### src/rtl/soc_fetch_pkg.sv
// rtl/soc_fetch_pkg.sv - shared types and constants for the instruction fetch unit
package soc_fetch_pkg;

  typedef enum logic [1:0] {
    S_IDLE  = 2'd0,
    S_REQ   = 2'd1,
    S_ABORT = 2'd2,
    S_FAULT = 2'd3
  } fetch_state_e;

  localparam logic [3:0] WB_SEL_ALL = 4'hF;

  typedef struct packed {
    logic [31:0] inst;
    logic [31:0] pc;
  } fetch_entry_t;

endpackage

### src/rtl/wb_ifetch_if.sv
// rtl/wb_ifetch_if.sv - Wishbone classic read bus between fetch unit and instruction memory
interface wb_ifetch_if;
  logic        cyc_o;
  logic        stb_o;
  logic [29:0] adr_o;
  logic        we_o;
  logic [3:0]  sel_o;
  logic [31:0] dat_i;
  logic        ack_i;
  logic        err_i;

  modport master (
    output cyc_o, stb_o, adr_o, we_o, sel_o,
    input  dat_i, ack_i, err_i
  );

  modport slave (
    input  cyc_o, stb_o, adr_o, we_o, sel_o,
    output dat_i, ack_i, err_i
  );
endinterface

### src/rtl/ifetch_fifo.sv
// rtl/ifetch_fifo.sv - instruction/PC buffer between the bus side and the consumer
module ifetch_fifo
  import soc_fetch_pkg::*;
#(
  parameter int DEPTH = 2
) (
  input  logic                     clk_i,
  input  logic                     rst_ni,
  input  logic                     push,
  input  fetch_entry_t             din,
  input  logic                     pop,
  input  logic                     flush,
  output fetch_entry_t             dout,
  output logic                     full,
  output logic                     empty,
  output logic [$clog2(DEPTH):0]   count
);
  localparam int PTR_W = $clog2(DEPTH);
  localparam int CNT_W = PTR_W + 1;

  fetch_entry_t     mem [DEPTH];
  logic [PTR_W-1:0] wr_ptr;
  logic [PTR_W-1:0] rd_ptr;
  logic             do_push;
  logic             do_pop;

  assign empty   = (count == '0);
  assign full    = (count == CNT_W'(DEPTH));
  assign do_pop  = pop && !empty;
  // A full buffer still accepts a word when the head leaves on the same edge.
  assign do_push = push && (!full || do_pop);
  // Head reads as zero when empty so reset and flush present a clean output.
  assign dout    = empty ? '0 : mem[rd_ptr];

  // Entry storage, written at the tail
  always_ff @(posedge clk_i) begin
    if (do_push && !flush) begin
      mem[wr_ptr] <= din;
    end
  end

  // Pointers wrap naturally since DEPTH is a power of two
  always_ff @(posedge clk_i or negedge rst_ni) begin
    if (!rst_ni) begin
      wr_ptr <= '0;
      rd_ptr <= '0;
      count  <= '0;
    end else if (flush) begin
      wr_ptr <= '0;
      rd_ptr <= '0;
      count  <= '0;
    end else begin
      if (do_push) wr_ptr <= wr_ptr + PTR_W'(1);
      if (do_pop)  rd_ptr <= rd_ptr + PTR_W'(1);
      count <= count + CNT_W'(do_push) - CNT_W'(do_pop);
    end
  end
endmodule

### src/rtl/wb_ifetch.sv
// rtl/wb_ifetch.sv - Wishbone instruction prefetcher; WB_IFETCH_TIMEOUT_EN adds a request timeout
module wb_ifetch
  import soc_fetch_pkg::*;
#(
  parameter logic [31:0] RESET_PC    = 32'h0000_0000,
  parameter int          FIFO_DEPTH  = 2,
  parameter int          TIMEOUT_CYC = 16
) (
  input  logic         clk_i,
  input  logic         rst_ni,
  wb_ifetch_if.master  bus,
  input  logic         redirect_i,
  input  logic [31:0]  redirect_pc_i,
  output logic         inst_valid_o,
  output logic [31:0]  inst_o,
  output logic [31:0]  inst_pc_o,
  input  logic         inst_ready_i,
  output logic         fault_o
);
  localparam int CNT_W = $clog2(FIFO_DEPTH) + 1;

  fetch_state_e     state;
  logic             req;
  logic [29:0]      adr;
  logic             fault;
  logic [CNT_W-1:0] count;
  logic [CNT_W-1:0] free_slots;
  logic             full;
  logic             empty;
  logic             pop;
  logic             ack_push;
  logic             tmo_hit;
  fetch_entry_t     head;
  fetch_entry_t     entry;
  logic             unused_bits;

  assign unused_bits = ^{redirect_pc_i[1:0], full};

  assign pop        = !empty && inst_ready_i;
  // Slots are counted after the head leaves this cycle.
  assign free_slots = CNT_W'(FIFO_DEPTH) - count + CNT_W'(pop);
  // A redirect in the ack cycle discards the word; errors never push.
  assign ack_push   = (state == S_REQ) && bus.ack_i && !bus.err_i && !redirect_i;
  assign entry      = '{inst: bus.dat_i, pc: {adr, 2'b00}};

  ifetch_fifo #(.DEPTH(FIFO_DEPTH)) u_fifo (
    .clk_i  (clk_i),
    .rst_ni (rst_ni),
    .push   (ack_push),
    .din    (entry),
    .pop    (pop),
    .flush  (redirect_i),
    .dout   (head),
    .full   (full),
    .empty  (empty),
    .count  (count)
  );

`ifdef WB_IFETCH_TIMEOUT_EN
  localparam int TMO_W = $clog2(TIMEOUT_CYC + 1);
  logic [TMO_W-1:0] tmo_cnt;

  assign tmo_hit = (state == S_REQ) && (tmo_cnt == TMO_W'(TIMEOUT_CYC - 1));

  // Cycles waited in REQ since entry or the most recent ack
  always_ff @(posedge clk_i or negedge rst_ni) begin
    if (!rst_ni) begin
      tmo_cnt <= '0;
    end else if (state != S_REQ || bus.ack_i || redirect_i) begin
      tmo_cnt <= '0;
    end else if (!tmo_hit) begin
      tmo_cnt <= tmo_cnt + TMO_W'(1);
    end
  end
`else
  localparam int unused_timeout_cyc = TIMEOUT_CYC;
  assign tmo_hit = 1'b0;
`endif

  // Fetch sequencer: issues requests, advances the fetch address, holds the sticky fault
  always_ff @(posedge clk_i or negedge rst_ni) begin
    if (!rst_ni) begin
      state <= S_IDLE;
      req   <= 1'b0;
      adr   <= RESET_PC[31:2];
      fault <= 1'b0;
    end else if (redirect_i) begin
      state <= S_ABORT;
      req   <= 1'b0;
      adr   <= redirect_pc_i[31:2];
      fault <= 1'b0;
    end else begin
      case (state)
        S_IDLE: begin
          if (free_slots != '0) begin
            state <= S_REQ;
            req   <= 1'b1;
          end
        end
        S_REQ: begin
          if (bus.err_i) begin
            state <= S_FAULT;
            req   <= 1'b0;
            fault <= 1'b1;
          end else if (bus.ack_i) begin
            adr <= adr + 30'd1;
            if (free_slots <= CNT_W'(1)) begin
              state <= S_IDLE;
              req   <= 1'b0;
            end
          end else if (tmo_hit) begin
            state <= S_FAULT;
            req   <= 1'b0;
            fault <= 1'b1;
          end
        end
        S_ABORT: begin
          state <= S_REQ;
          req   <= 1'b1;
        end
        S_FAULT: begin
          state <= S_FAULT;
        end
        default: begin
          state <= S_IDLE;
          req   <= 1'b0;
        end
      endcase
    end
  end

  assign bus.cyc_o = req;
  assign bus.stb_o = req;
  assign bus.adr_o = adr;
  assign bus.we_o  = 1'b0;
  assign bus.sel_o = WB_SEL_ALL;

  assign inst_valid_o = !empty;
  assign inst_o       = head.inst;
  assign inst_pc_o    = head.pc;
  assign fault_o      = fault;
endmodule

### src/flat_wrapper.sv
// flat-port wrapper written by rule: the top's interface ports become plain ports
module wb_ifetch_flat import soc_fetch_pkg::*;
#(
  parameter logic [31:0] RESET_PC    = 32'h0000_0000,
  parameter int          FIFO_DEPTH  = 2,
  parameter int          TIMEOUT_CYC = 16
)
  (clk_i, rst_ni, redirect_i, redirect_pc_i, inst_valid_o, inst_o, inst_pc_o, inst_ready_i, fault_o, bus_cyc_o, bus_stb_o, bus_adr_o, bus_we_o, bus_sel_o, bus_dat_i, bus_ack_i, bus_err_i);
  wb_ifetch_if bus_i ();
  input  logic clk_i;
  input  logic rst_ni;
  input  logic redirect_i;
  input  logic [31:0] redirect_pc_i;
  output logic inst_valid_o;
  output logic [31:0] inst_o;
  output logic [31:0] inst_pc_o;
  input  logic inst_ready_i;
  output logic fault_o;
  output wire logic [$bits(bus_i.cyc_o)-1:0] bus_cyc_o;
  output wire logic [$bits(bus_i.stb_o)-1:0] bus_stb_o;
  output wire logic [$bits(bus_i.adr_o)-1:0] bus_adr_o;
  output wire logic [$bits(bus_i.we_o)-1:0] bus_we_o;
  output wire logic [$bits(bus_i.sel_o)-1:0] bus_sel_o;
  input wire logic [$bits(bus_i.dat_i)-1:0] bus_dat_i;
  input wire logic [$bits(bus_i.ack_i)-1:0] bus_ack_i;
  input wire logic [$bits(bus_i.err_i)-1:0] bus_err_i;
  assign bus_cyc_o = bus_i.cyc_o;
  assign bus_stb_o = bus_i.stb_o;
  assign bus_adr_o = bus_i.adr_o;
  assign bus_we_o = bus_i.we_o;
  assign bus_sel_o = bus_i.sel_o;
  assign bus_i.dat_i = bus_dat_i;
  assign bus_i.ack_i = bus_ack_i;
  assign bus_i.err_i = bus_err_i;
  wb_ifetch #(.RESET_PC(RESET_PC), .FIFO_DEPTH(FIFO_DEPTH), .TIMEOUT_CYC(TIMEOUT_CYC)) u_core (.clk_i(clk_i), .rst_ni(rst_ni), .bus(bus_i), .redirect_i(redirect_i), .redirect_pc_i(redirect_pc_i), .inst_valid_o(inst_valid_o), .inst_o(inst_o), .inst_pc_o(inst_pc_o), .inst_ready_i(inst_ready_i), .fault_o(fault_o));
endmodule
### config.mk
export PLATFORM = sky130hd
export DESIGN_NAME = wb_ifetch_flat
export DESIGN_NICKNAME = d
export VERILOG_FILES = /design/src/rtl/soc_fetch_pkg.sv /design/src/rtl/wb_ifetch_if.sv /design/src/rtl/ifetch_fifo.sv /design/src/rtl/wb_ifetch.sv /design/src/flat_wrapper.sv
export SDC_FILE = /design/constraint.sdc
export NUM_CORES = 1
export LEC_CHECK = 0
export ABC_CLOCK_PERIOD_IN_PS = 11170
export BUFFER_PORTS_ARGS = -buffer_cell sky130_fd_sc_hd__buf_2
export CAP_MARGIN = 0
export CORE_UTILIZATION = 52
export CTS_BUF_LIST = sky130_fd_sc_hd__clkbuf_4 sky130_fd_sc_hd__clkbuf_8
export CTS_CLUSTER_DIAMETER = 150
export DETAILED_ROUTE_END_ITERATION = 16
export PLACE_DENSITY = 0.77
export SLEW_MARGIN = 20
export SYNTH_ARGS = -nofsm -noshare
export SYNTH_HDL_FRONTEND = slang
export SYNTH_SLANG_ARGS = --single-unit
### constraint.sdc
create_clock -name clk_i -period 11.17 [get_ports clk_i]
set_clock_uncertainty 0.2 [all_clocks]
set_input_delay 2.234 -clock clk_i [delete_from_list [all_inputs] [get_ports clk_i]]
set_output_delay 2.234 -clock clk_i [all_outputs]
set_load 0.005 [all_outputs]
==> metrics.md <==
| Metric | Value |
|---|---|
| Detailed Route WL | `between 10000 and 15000 µm` |
| Worst EP required | `11040 ps` |
| Peak VDD IR | `0.1073 mV` |
| Via density | `about 5.5` |
| Cells after Synth | `528` |
| Clock root buffer | `clkbuf_8` |
| CTS max path bufs | `2` |
| Grt met1 use | `27.21%` |
| Die Y | `117.6 µm` |
| DRT iter0 DRCs | `429` |
| Family with the most delay on the worst path | `simple AND/OR/NAND/NOR gates` |
| Final hold vios | `0` |
| Row Count | `between 40 and 50` |
| Post-synthesis area per instance | `13.17 µm²` |
| Area share of fa/ha/maj cells after synthesis | `0.5398%` |
| Status | `completed` |
| DRC Markers | `0` |
| CTS tree | `built` |
| Largest net degree at the start of global routing | `64` |
| Final RePlAce weighted congestion | `0.8313` |
| Yosys warns | `0` |
| Clock slew at reported path FFs | `roughly 80 ps` |
| Largest family of logic cells by synthesized area | `simple AND/OR/NAND/NOR gates` |
| Die Wd | `117.6 µm` |
| R2R cell count | `3` |
| Post-synth EDFFs | `124` |
| Synth-to-layout area growth | `19.34%` |
| Crit-path max cell delay | `slightly below 1000 ps` |
| Multiplexer share of the synthesized area | `under 10%` |
| Crit path time final | `4722 ps` |
| Xor and xnor fraction of the mapped netlist area | `1.889%` |
| Final setup viols | `0` |
| RSZ-0062 raised after global routing | `no` |
| Fmax | `between 0.2 and 0.25 GHz` |
| Initial Utilization | `54.22%` |
| Mapped Area | `6954 µm²` |
| Dpl hpwl | `9412 µm` |
| DRT antenna net count | `0` |
| Hold Crit Start | `u_core.fault_o$_DFFE_PN0P_` |
| CORE AREA | `12820 µm²` |
| Critical path launch point | `bus_err_i` |
| Drt first pass iters | `5` |
| End of the worst hold path | `u_core.fault_o$_DFFE_PN0P_` |
| Post-synthesis sequential area ratio | `67.22%` |
| Worst r2r dst | `u_core.u_fifo.mem[0][42]$_DFFE_PP_` |
| Commonest non-fill, non-tap cell in the layout | `buf_2` |
| Fin crit share | `42.27%` |
| CTS H-Tree Depth | `4` |
| Power consumption | `1.409 mW` |
| Clock Sinks | `162` |
| CP endpoint kind | `register` |
| Pwr dens | `169.7 nW/µm²` |
| Pins Over Slew Limit | `0` |
| Total Negative Setup Slacks | `0 ps` |
| Clock latency at the later pin of the worst-skew pair | `440 ps` |
| Register bit total from synthesis | `162` |
| Class of the worst hold path | `register to register` |
| Setup slack, reg-to-reg | `approximately 8000 ps` |
| Met3 Usage GRT | `5.717%` |
| R2r startpoint | `u_core.state[1]$_DFFE_PN0P_` |
| Num CTS Buffers | `17` |
| Die area | `roughly 14000 µm²` |
| Post_cts resized | `0` |
| Io pins | `173` |
| Critical Path Source Type | `input pin` |
| Antenna violations before repair | `1` |
| Vias | `about 4800` |
| DR WL/cell | `~17 µm` |
| Nets | `about 760` |
| Share of layout cells above drive strength 1 | `29.02%` |
| Relative slew slack | `approximately a quarter` |
| PortBufs | `163` |
| WP depth | `4` |
| CP bufs+invs | `2` |
| Synth unique cells | `43` |
| Top_reg_cell synth | `edfxtp_1` |
| Leak pwr | `about 3.1 nW` |
| GRT Overall Usage | `21.84%` |
| MaxCap Viol Count | `0` |
| Met2 Use GR | `35.48%` |
| Worst Max-Slew Pin Slew | `1131 ps` |
| Hold_buf cts | `0` |
| CP arrival | `4590 ps` |
| Global route hottest layer | `met2` |
| Setup repair bufs after CTS | `0` |
| Async set-reset flop share out of synthesis | `23.46%` |
| Vias in the first global route | `4635` |
| Most frequent cells in the layout | `buf_2, edfxtp_1, nor2_1, mux2i_1, dfrtp_1` |
| Worst Hold Path Cells | `2` |
| GRT Residual Overflow | `0` |
| Max FO, Critical Path | `between 50 and 60` |
| Synth Area in Compound Gates | `under 10%` |
| CP max-delay cell | `nor4_2` |
| First-pass GRT wire length | `23350 µm` |
| Post-synthesis simple-gate area fraction | `around 13%` |
| Setup Crit Path Kind | `input pin to register` |
| Worst path cell trace | `buf_2 -> nand4bb_1 -> nor4_2 -> buf_4` |
-- how the worst max path moves through the flow --
stage / end / slack, ps
after global routing: u_core.u_fifo.mem[0][17]$_DFFE_PP_ / 6170
after floorplan: u_core.u_fifo.mem[0][0]$_DFFE_PP_ / 1750
after global placement: u_core.u_fifo.mem[0][14]$_DFFE_PP_ / 6000
after detailed placement: u_core.u_fifo.mem[0][14]$_DFFE_PP_ / 5970
final: u_core.u_fifo.mem[0][42]$_DFFE_PP_ / 6450
after CTS: u_core.u_fifo.mem[0][17]$_DFFE_PP_ / 6450
-- cells in the mapped netlist, types with 9 or more instances --
cell      instances  area share, %
edfxtp_1        124             54
nor2_1           85            4.6
mux2i_1          63            9.1
dfrtp_1          38             14
nand2_1          25            1.3
clkbuf_1         20            1.1
o21ai_0          17            1.2
a31oi_1          16            1.4
nand3_1          14            1.0
or4_1            12            1.3
inv_1            10           0.54
nand4_1          10           0.90
o31ai_1          10            1.1
xnor2_1           9            1.1
-- through the flow --
stage | cell area (µm²) | utilization, % | setup WS (ps) | hold WS, ps | std cells
after floorplan | 6973 | - | 1749 | 286.0 | 533
after detailed placement | 7881 | 61.45 | 5972 | 321.0 | 836
final | 8299 | 64.71 | 6448 | 332.5 | 869
after CTS | 8297 | 64.69 | 6451 | 336.7 | 868
after global routing | 8297 | 64.69 | 6167 | 342.8 | 868
after global placement | 7881 | 61.45 | 5995 | 277.7 | 836
-- layout make-up --
| cell class | count | area (µm²) |
|---|---|---|
| sequential | 162 | 4678 |
| inverter | 11 | 41.29 |
| tap | 172 | 215.2 |
| antenna | 1 | 2.502 |
| fill | 985 | 4526 |
| clock inverter | 13 | 166.4 |
| multi-input combinational | 324 | 2101 |
| clock buffer | 19 | 249.0 |
| timing repair buffer | 167 | 845.8 |
-- metal layers --
layer,up-vias,routed length [µm]
li1,2271,-
met1,2300,6224
met2,178,7152
met3,22,922
met4,0,331
met5,-,0
-- worst min-delay path: stages, from the launching register on --
cell     delay, ps
dfrtp_1        360
a31oi_1         50
nor2_1          80
-- kinds of logic (layout without fill, tap and decap cells) --
logic type | count (synthesis) | in the layout
AND/OR/NAND/NOR | 178 | 178
multiplexers | 65 | 65
AO/OA/AOI/OAI | 56 | 56
other | 2 | 8
flip-flops | 162 | 162
XOR/XNOR | 15 | 15
buffers and inverters | 47 | 210
adder cells (fa/ha/maj) | 3 | 3
-- sequential cells by signal, indices dropped and copies added (netlist names) --
| name | flops |
|---|---|
| u_core.u_fifo.rd_ptr | 1 |
| u_core.fault_o | 1 |
| u_core.u_fifo.wr_ptr | 1 |
| u_core.state | 2 |
| u_core.bus.adr_o | 30 |
| u_core.u_fifo.count | 2 |
| u_core.bus.cyc_o | 1 |
| u_core.u_fifo.mem | 124 |
-- power by group --
group	switching, mW	total (mW)	internal (mW)
Clock	0.198	0.442	0.244
Combinational	0.124	0.244	0.120
Sequential	0.0556	0.723	0.667
Power figures use the tool's default switching activity.
